### src/rtl/psum_accum_ctrl_if.sv
// ============================================================================
// Module  : psum_accum_ctrl_if
// Purpose : Product, drain, scratchpad and psum-output signal bundle for
//           psum_accum_ctrl.
// Revision: 1.0 - initial release
// ============================================================================
`default_nettype none

interface psum_accum_ctrl_if #(
    parameter int DATA_WIDTH = 16,
    parameter int ADDR_WIDTH = 5
);
    logic                  acc_valid;
    logic                  acc_ready;
    logic [DATA_WIDTH-1:0] acc_data;
    logic [ADDR_WIDTH-1:0] acc_addr;
    logic                  acc_first;
    logic                  drain_start;
    logic [ADDR_WIDTH-1:0] drain_last;
    logic                  spad_w_en;
    logic [DATA_WIDTH-1:0] spad_din;
    logic [ADDR_WIDTH-1:0] spad_w_addr;
    logic [ADDR_WIDTH-1:0] spad_r_addr;
    logic [DATA_WIDTH-1:0] spad_dout;
    logic                  out_valid;
    logic                  out_ready;
    logic [DATA_WIDTH-1:0] out_data;
    logic                  busy;
    logic                  drain_done;

    // Controller side
    modport master (
        input  acc_valid, acc_data, acc_addr, acc_first,
        input  drain_start, drain_last,
        input  spad_dout, out_ready,
        output acc_ready, spad_w_en, spad_din, spad_w_addr, spad_r_addr,
        output out_valid, out_data, busy, drain_done
    );

    // Environment side: MAC, scratchpad and psum output path
    modport slave (
        output acc_valid, acc_data, acc_addr, acc_first,
        output drain_start, drain_last,
        output spad_dout, out_ready,
        input  acc_ready, spad_w_en, spad_din, spad_w_addr, spad_r_addr,
        input  out_valid, out_data, busy, drain_done
    );
endinterface

`default_nettype wire

### src/rtl/psum_accum_ctrl.sv
// ============================================================================
// Module  : psum_accum_ctrl
// Purpose : Read-modify-write psum accumulator and drain controller for the
//           PE partial-sum scratchpad. Define PSUM_SAT_EN for saturating sums.
// Revision: 1.0 - initial release
// ============================================================================
`default_nettype none

module psum_accum_ctrl #(
    parameter int MEM_DEPTH  = 24,
    parameter int DATA_WIDTH = 16,
    parameter int ADDR_WIDTH = $clog2(MEM_DEPTH)
) (
    input  wire logic          clk,
    input  wire logic          rst_n,
    psum_accum_ctrl_if.master  bus
);

    localparam logic [ADDR_WIDTH-1:0] c_MAX_IDX = ADDR_WIDTH'(MEM_DEPTH - 1);

    typedef enum logic [1:0] {
        S_RUN       = 2'd0,
        S_FLUSH     = 2'd1,
        S_DRAIN_RD  = 2'd2,
        S_DRAIN_OUT = 2'd3
    } state_t;

    state_t                r_state;
    state_t                w_state_nxt;

    logic                  r_a_valid;
    logic [ADDR_WIDTH-1:0] r_a_addr;
    logic [DATA_WIDTH-1:0] r_a_data;
    logic                  r_a_first;

    logic                  r_fwd_valid;
    logic [ADDR_WIDTH-1:0] r_fwd_addr;
    logic [DATA_WIDTH-1:0] r_fwd_data;

    logic [ADDR_WIDTH-1:0] r_idx;
    logic [ADDR_WIDTH-1:0] r_last;
    logic                  r_done;

    logic                  w_acc_ready;
    logic                  w_accept;
    logic [ADDR_WIDTH-1:0] w_r_addr;
    logic                  w_out_valid;
    logic [DATA_WIDTH-1:0] w_out_data;
    logic [ADDR_WIDTH-1:0] w_idx_nxt;
    logic [ADDR_WIDTH-1:0] w_last_nxt;
    logic                  w_done_nxt;

    logic [DATA_WIDTH-1:0] w_base;
    logic [DATA_WIDTH-1:0] w_addend;
    logic [DATA_WIDTH-1:0] w_sum;

    // ------------------------------------------------------------------------
    // Control FSM: next state and combinational outputs
    // ------------------------------------------------------------------------
    always_comb begin
        w_state_nxt = r_state;
        w_acc_ready = 1'b0;
        w_r_addr    = '0;
        w_out_valid = 1'b0;
        w_out_data  = '0;
        w_idx_nxt   = r_idx;
        w_last_nxt  = r_last;
        w_done_nxt  = 1'b0;

        case (r_state)
            S_RUN: begin
                w_acc_ready = ~bus.drain_start;
                w_r_addr    = bus.acc_addr;
                if (bus.drain_start) begin
                    w_last_nxt  = (bus.drain_last > c_MAX_IDX) ? c_MAX_IDX : bus.drain_last;
                    w_state_nxt = r_a_valid ? S_FLUSH : S_DRAIN_RD;
                end
            end
            S_FLUSH: begin
                w_state_nxt = S_DRAIN_RD;
            end
            S_DRAIN_RD: begin
                w_r_addr    = r_idx;
                w_state_nxt = S_DRAIN_OUT;
            end
            S_DRAIN_OUT: begin
                w_r_addr    = r_idx;
                w_out_valid = 1'b1;
                w_out_data  = bus.spad_dout;
                if (bus.out_ready) begin
                    if (r_idx == r_last) begin
                        w_idx_nxt   = '0;
                        w_done_nxt  = 1'b1;
                        w_state_nxt = S_RUN;
                    end else begin
                        w_idx_nxt   = r_idx + 1'b1;
                        w_state_nxt = S_DRAIN_RD;
                    end
                end
            end
            default: begin
                w_state_nxt = S_RUN;
            end
        endcase
    end

    assign w_accept = bus.acc_valid & w_acc_ready;

    // ------------------------------------------------------------------------
    // Stage A datapath. The scratchpad read captured on the accepting edge
    // misses a write landing on that same edge, so the previous write is
    // forwarded when it targets the same address.
    // ------------------------------------------------------------------------
    assign w_base   = (r_fwd_valid && (r_fwd_addr == r_a_addr)) ? r_fwd_data : bus.spad_dout;
    assign w_addend = r_a_first ? '0 : w_base;

`ifdef PSUM_SAT_EN
    logic [DATA_WIDTH:0] w_sum_ext;

    assign w_sum_ext = {w_addend[DATA_WIDTH-1], w_addend} + {r_a_data[DATA_WIDTH-1], r_a_data};

    always_comb begin
        w_sum = w_sum_ext[DATA_WIDTH-1:0];
        if (w_sum_ext[DATA_WIDTH] != w_sum_ext[DATA_WIDTH-1]) begin
            w_sum = w_sum_ext[DATA_WIDTH] ? {1'b1, {(DATA_WIDTH-1){1'b0}}}
                                          : {1'b0, {(DATA_WIDTH-1){1'b1}}};
        end
    end
`else
    assign w_sum = w_addend + r_a_data;
`endif

    // ------------------------------------------------------------------------
    // State registers
    // ------------------------------------------------------------------------
    always_ff @(posedge clk or negedge rst_n) begin
        if (!rst_n) begin
            r_state     <= S_RUN;
            r_a_valid   <= 1'b0;
            r_a_addr    <= '0;
            r_a_data    <= '0;
            r_a_first   <= 1'b0;
            r_fwd_valid <= 1'b0;
            r_fwd_addr  <= '0;
            r_fwd_data  <= '0;
            r_idx       <= '0;
            r_last      <= '0;
            r_done      <= 1'b0;
        end else begin
            r_state     <= w_state_nxt;
            r_idx       <= w_idx_nxt;
            r_last      <= w_last_nxt;
            r_done      <= w_done_nxt;
            r_a_valid   <= w_accept;
            if (w_accept) begin
                r_a_addr  <= bus.acc_addr;
                r_a_data  <= bus.acc_data;
                r_a_first <= bus.acc_first;
            end
            r_fwd_valid <= r_a_valid;
            if (r_a_valid) begin
                r_fwd_addr <= r_a_addr;
                r_fwd_data <= w_sum;
            end
        end
    end

    // ------------------------------------------------------------------------
    // Outputs
    // ------------------------------------------------------------------------
    assign bus.acc_ready   = w_acc_ready;
    assign bus.spad_w_en   = r_a_valid;
    assign bus.spad_w_addr = r_a_valid ? r_a_addr : '0;
    assign bus.spad_din    = r_a_valid ? w_sum : '0;
    assign bus.spad_r_addr = w_r_addr;
    assign bus.out_valid   = w_out_valid;
    assign bus.out_data    = w_out_data;
    assign bus.busy        = (r_state != S_RUN) | r_a_valid;
    assign bus.drain_done  = r_done;

endmodule

`default_nettype wire

### src/flat_wrapper.sv
// flat-port wrapper written by rule: the top's interface ports become plain ports
module psum_accum_ctrl_flat 
#(
    parameter int MEM_DEPTH  = 24,
    parameter int DATA_WIDTH = 16,
    parameter int ADDR_WIDTH = $clog2(MEM_DEPTH)
)
  (clk, rst_n, bus_acc_valid, bus_acc_data, bus_acc_addr, bus_acc_first, bus_drain_start, bus_drain_last, bus_spad_dout, bus_out_ready, bus_acc_ready, bus_spad_w_en, bus_spad_din, bus_spad_w_addr, bus_spad_r_addr, bus_out_valid, bus_out_data, bus_busy, bus_drain_done);
  psum_accum_ctrl_if #(.DATA_WIDTH(DATA_WIDTH), .ADDR_WIDTH(ADDR_WIDTH)) bus_i ();
  input  wire logic clk;
  input  wire logic rst_n;
  input wire logic [$bits(bus_i.acc_valid)-1:0] bus_acc_valid;
  input wire logic [$bits(bus_i.acc_data)-1:0] bus_acc_data;
  input wire logic [$bits(bus_i.acc_addr)-1:0] bus_acc_addr;
  input wire logic [$bits(bus_i.acc_first)-1:0] bus_acc_first;
  input wire logic [$bits(bus_i.drain_start)-1:0] bus_drain_start;
  input wire logic [$bits(bus_i.drain_last)-1:0] bus_drain_last;
  input wire logic [$bits(bus_i.spad_dout)-1:0] bus_spad_dout;
  input wire logic [$bits(bus_i.out_ready)-1:0] bus_out_ready;
  output wire logic [$bits(bus_i.acc_ready)-1:0] bus_acc_ready;
  output wire logic [$bits(bus_i.spad_w_en)-1:0] bus_spad_w_en;
  output wire logic [$bits(bus_i.spad_din)-1:0] bus_spad_din;
  output wire logic [$bits(bus_i.spad_w_addr)-1:0] bus_spad_w_addr;
  output wire logic [$bits(bus_i.spad_r_addr)-1:0] bus_spad_r_addr;
  output wire logic [$bits(bus_i.out_valid)-1:0] bus_out_valid;
  output wire logic [$bits(bus_i.out_data)-1:0] bus_out_data;
  output wire logic [$bits(bus_i.busy)-1:0] bus_busy;
  output wire logic [$bits(bus_i.drain_done)-1:0] bus_drain_done;
  assign bus_i.acc_valid = bus_acc_valid;
  assign bus_i.acc_data = bus_acc_data;
  assign bus_i.acc_addr = bus_acc_addr;
  assign bus_i.acc_first = bus_acc_first;
  assign bus_i.drain_start = bus_drain_start;
  assign bus_i.drain_last = bus_drain_last;
  assign bus_i.spad_dout = bus_spad_dout;
  assign bus_i.out_ready = bus_out_ready;
  assign bus_acc_ready = bus_i.acc_ready;
  assign bus_spad_w_en = bus_i.spad_w_en;
  assign bus_spad_din = bus_i.spad_din;
  assign bus_spad_w_addr = bus_i.spad_w_addr;
  assign bus_spad_r_addr = bus_i.spad_r_addr;
  assign bus_out_valid = bus_i.out_valid;
  assign bus_out_data = bus_i.out_data;
  assign bus_busy = bus_i.busy;
  assign bus_drain_done = bus_i.drain_done;
  psum_accum_ctrl #(.MEM_DEPTH(MEM_DEPTH), .DATA_WIDTH(DATA_WIDTH), .ADDR_WIDTH(ADDR_WIDTH)) u_core (.clk(clk), .rst_n(rst_n), .bus(bus_i));
endmodule
### config.mk
export PLATFORM = sky130hd
export DESIGN_NAME = psum_accum_ctrl_flat
export DESIGN_NICKNAME = d
export VERILOG_FILES = /design/src/rtl/psum_accum_ctrl_if.sv /design/src/rtl/psum_accum_ctrl.sv /design/src/flat_wrapper.sv
export SDC_FILE = /design/constraint.sdc
export NUM_CORES = 1
export LEC_CHECK = 0
export ABC_AREA = 1
export CORE_ASPECT_RATIO = 0.8
export CORE_MARGIN = 2
export CORE_UTILIZATION = 51
export CTS_BUF_LIST = sky130_fd_sc_hd__clkbuf_4
export DETAILED_ROUTE_END_ITERATION = 10
export GPL_TIMING_DRIVEN = 1
export PLACE_DENSITY = 0.94
export SETUP_SLACK_MARGIN = 0.2
export SLEW_MARGIN = 30
export SYNTH_ARGS = -nofsm -noshare
export SYNTH_HDL_FRONTEND = slang
export SYNTH_SLANG_ARGS = --single-unit
### constraint.sdc
create_clock -name clk -period 3.83 [get_ports clk]
set_input_delay 0.383 -clock clk [delete_from_list [all_inputs] [get_ports clk]]
set_output_delay 0.383 -clock clk [all_outputs]
set_load 0.05 [all_outputs]
==> flow_summary.json <==
{
  "status": "complete, no violations",
  "cts_root_buffer": "clkbuf_4",
  "critical_path_class": "flip-flop to primary output",
  "end_kind": "primary output",
  "synth.net_count": 581,
  "numCtsBuffers": 9,
  "yosys.area.top_type_share_pct": 39.8,
  "viasPerCell": 5.77,
  "multi_input_area_mm2": 0.00207,
  "worst_pin_slew_ns": 0.964,
  "overflow": 0,
  "cts_sinks": 58,
  "synthCells": 516,
  "setup_ws_ns": 0.0350,
  "synth_area_mm2": 0.00365,
  "ys_seq_area_share_pct": 39.8,
  "p_leak_nw": 2.73,
  "grt_pass1_vias": 4033,
  "power_density_mw_per_mm2": 694,
  "synth.distinct_cells": 35,
  "grt_pass1_wl_um": 18300,
  "pre_cts_ws_ns": 0.272,
  "setup_tns_ns": 0,
  "routed_wl_um": 12600,
  "finalPower_mw": 3.69,
  "setup_viol": 0,
  "rsz0062_at_grt": "yes",
  "grt_max_degree": 59,
  "fin_crit_sh_pct": 99.1,
  "vias": 4196,
  "drive_gt1_share_pct": 19.7,
  "start_util_pct": 52.9,
  "ys_top_cells_by_area": "dfrtp_1 40%, nand2_1 15%, inv_1 7.6%",
  "max-slew-margin-rel_pct": 35.6,
  "drc": 0,
  "synth_area_per_cell_um2": 7.07,
  "ys_warn_count": 0,
  "drv_cap": 0,
  "crit_arrival_ns": 3.41,
  "io_buffers": 94,
  "clock_skew_ns": 0.0142,
  "hold_viol": 0,
  "fin_nets": 700,
  "layout_common_cells": "142 x nand2_1, 78 x clkdlybuf4s50_1, 68 x inv_1, 58 x dfrtp_1, 47 x nor2_1",
  "ant_nets": 0,
  "areaGrowthSynthToFinish_pct": 46.0,
  "irDropWorstVdd_v": 0.000437,
  "cp.required_ns": 3.45,
  "antenna_found_initial": 0,
  "htreeDepth": 3,
  "hp-class": "input port to asynchronous set/reset pin",
  "cts_tree": "yes",
  "cp_max_fo": 7,
  "rows": 27,
  "die-area_mm2": 0.00785,
  "period_minus_slack_ns": 3.80,
  "fillerInstances": 457,
  "crit_path_start_kind": "flip-flop",
  "ys_ff_latch": 58,
  "drv_slew": 0,
  "final_common_cell": "nand2_1",
  "die_h_um": 79.6,
  "place_hpwl_um": 7840,
  "grt_use_total_pct": 29.5,
  "die_x_um": 98.5,
  "dr.pass1.iters": 7,
  "wire_per_inst_um": 17.4,
  "clock_tree.buffer_depth": 2,
  "fmax_ghz": 0.264,
  "gp_congestion": 1.03,
  "insertion_delay_ns": 0.44,
  "cts.clk_slew.worst_paths_ns": 0.10,
  "register_area_mm2": 0.00145,
  "antenna_cells": 0,
  "ios": 95,
  "drt-initial-drc-count": 458,
  "yosysTopAreaCell": "dfrtp_1",
  "core_mm2": 0.00689
}
cell usage after synthesis, drive strengths merged:
library cell and count:
clkinv 1, a21boi 2, nand4 4, clkbuf 6
fa 1, dfrtp 58, a21o 4, a211oi 1
nor2 59, inv 78, nor3 6, xnor2 1
ha 16, xor2 4, nand2 149, o21bai 2
buf 9, o21ai 56, a22o 1, nand3b 2
o22ai 3, a21oi 32, nand3 21
through the flow:
step                hold WS [ns]  cells  utilization, %  area [um2]
CTS                        0.112    710            71.8        4950
global placement           0.449    685            68.7        4740
global route               0.153    727            77.2        5320
finish                    0.0863    727            77.2        5320
detailed placement         0.461    685            68.7        4740
floorplan                 0.0874    516               -        3650
final cells by class:
cell class	count	area share [%]
Clock buffer	11	1.55
Inverter	79	5.57
Timing Repair Buffer	122	24.3
Sequential cell	58	27.3
Tap cell	87	2.05
Multi-Input combinational cell	365	38.9
Clock inverter	5	0.400
layer usage:
layer	GRT usage, %	share of wire (%)
met2	49.0	48
met5	0	0
met4	13.3	4.8
met1	36.0	38
met3	8.32	9.0
power breakdown:
group	internal (mW)	switching, mW	total [mW]
combinational	0.833	1.40	2.23
sequential	0.869	0.217	1.09
clock	0.139	0.236	0.375
total	1.84	1.85	3.69
worst max-delay path, stage by stage, from the launching register on:
cell and delay, ns:
dfrtp_1 0.42, nand2_1 0.10, nand2_2 0.07, nor2_4 0.18
nand3_4 0.19, buf_8 0.19, o21ai_1 0.20, a21oi_1 0.09
ha_1 0.37, nand2_1 0.11, inv_1 0.13, a21boi_4 0.09
nor2_4 0.15, nand4_1 0.18, nand3_1 0.15, nand3_2 0.11
inv_2 0.11, buf_12 0.14
registers in the layout, indices dropped and copies added (netlist names):
signal	flops
u_core.r_a_data	16
u_core.r_fwd_data	16
u_core.r_a_addr	5
u_core.r_fwd_addr	5
u_core.r_idx	5
u_core.r_last	5
u_core.r_state	2
u_core.bus.drain_done	1
u_core.bus.spad_w_en	1
u_core.r_a_first	1
u_core.r_fwd_valid	1
path summary, 6_finish.rpt:
kind | from | end | slack (ns) | cells past startpoint
min | rst_n | u_core.r_idx[0] | 0.09 | 2
min reg2reg | u_core.r_fwd_data[13] | u_core.r_fwd_data[13] | 0.50 | 2
max | u_core.r_a_addr[2] | bus_spad_din[14] | 0.03 | 17
min in group clk | bus_acc_data[14] | u_core.r_a_data[14] | 0.46 | 3
max reg2reg | u_core.r_a_addr[2] | u_core.r_fwd_data[14] | 0.93 | 17
max in group asynchronous | rst_n | u_core.r_a_data[11] | 3.25 | 2
repair_timing:
action                                  4_1_cts  5_1_grt
gates resized for setup                      13       67
gates cloned                                  1        1
endpoints found under the setup margin       12       12
pin swaps                                     7       37
hold buffers                                  0        0
setup buffers                                 8       16
cells by family after synthesis:
kind of cell	Yosys count	synth area share (%)
compound gates	101	14.9
xor+xnor	5	1.20
fa+ha+maj	17	6.04
buf+inv	94	10.3
flops	58	39.8
simple gates	241	27.8
No activity file was read; power rests on OpenSTA's default activity.
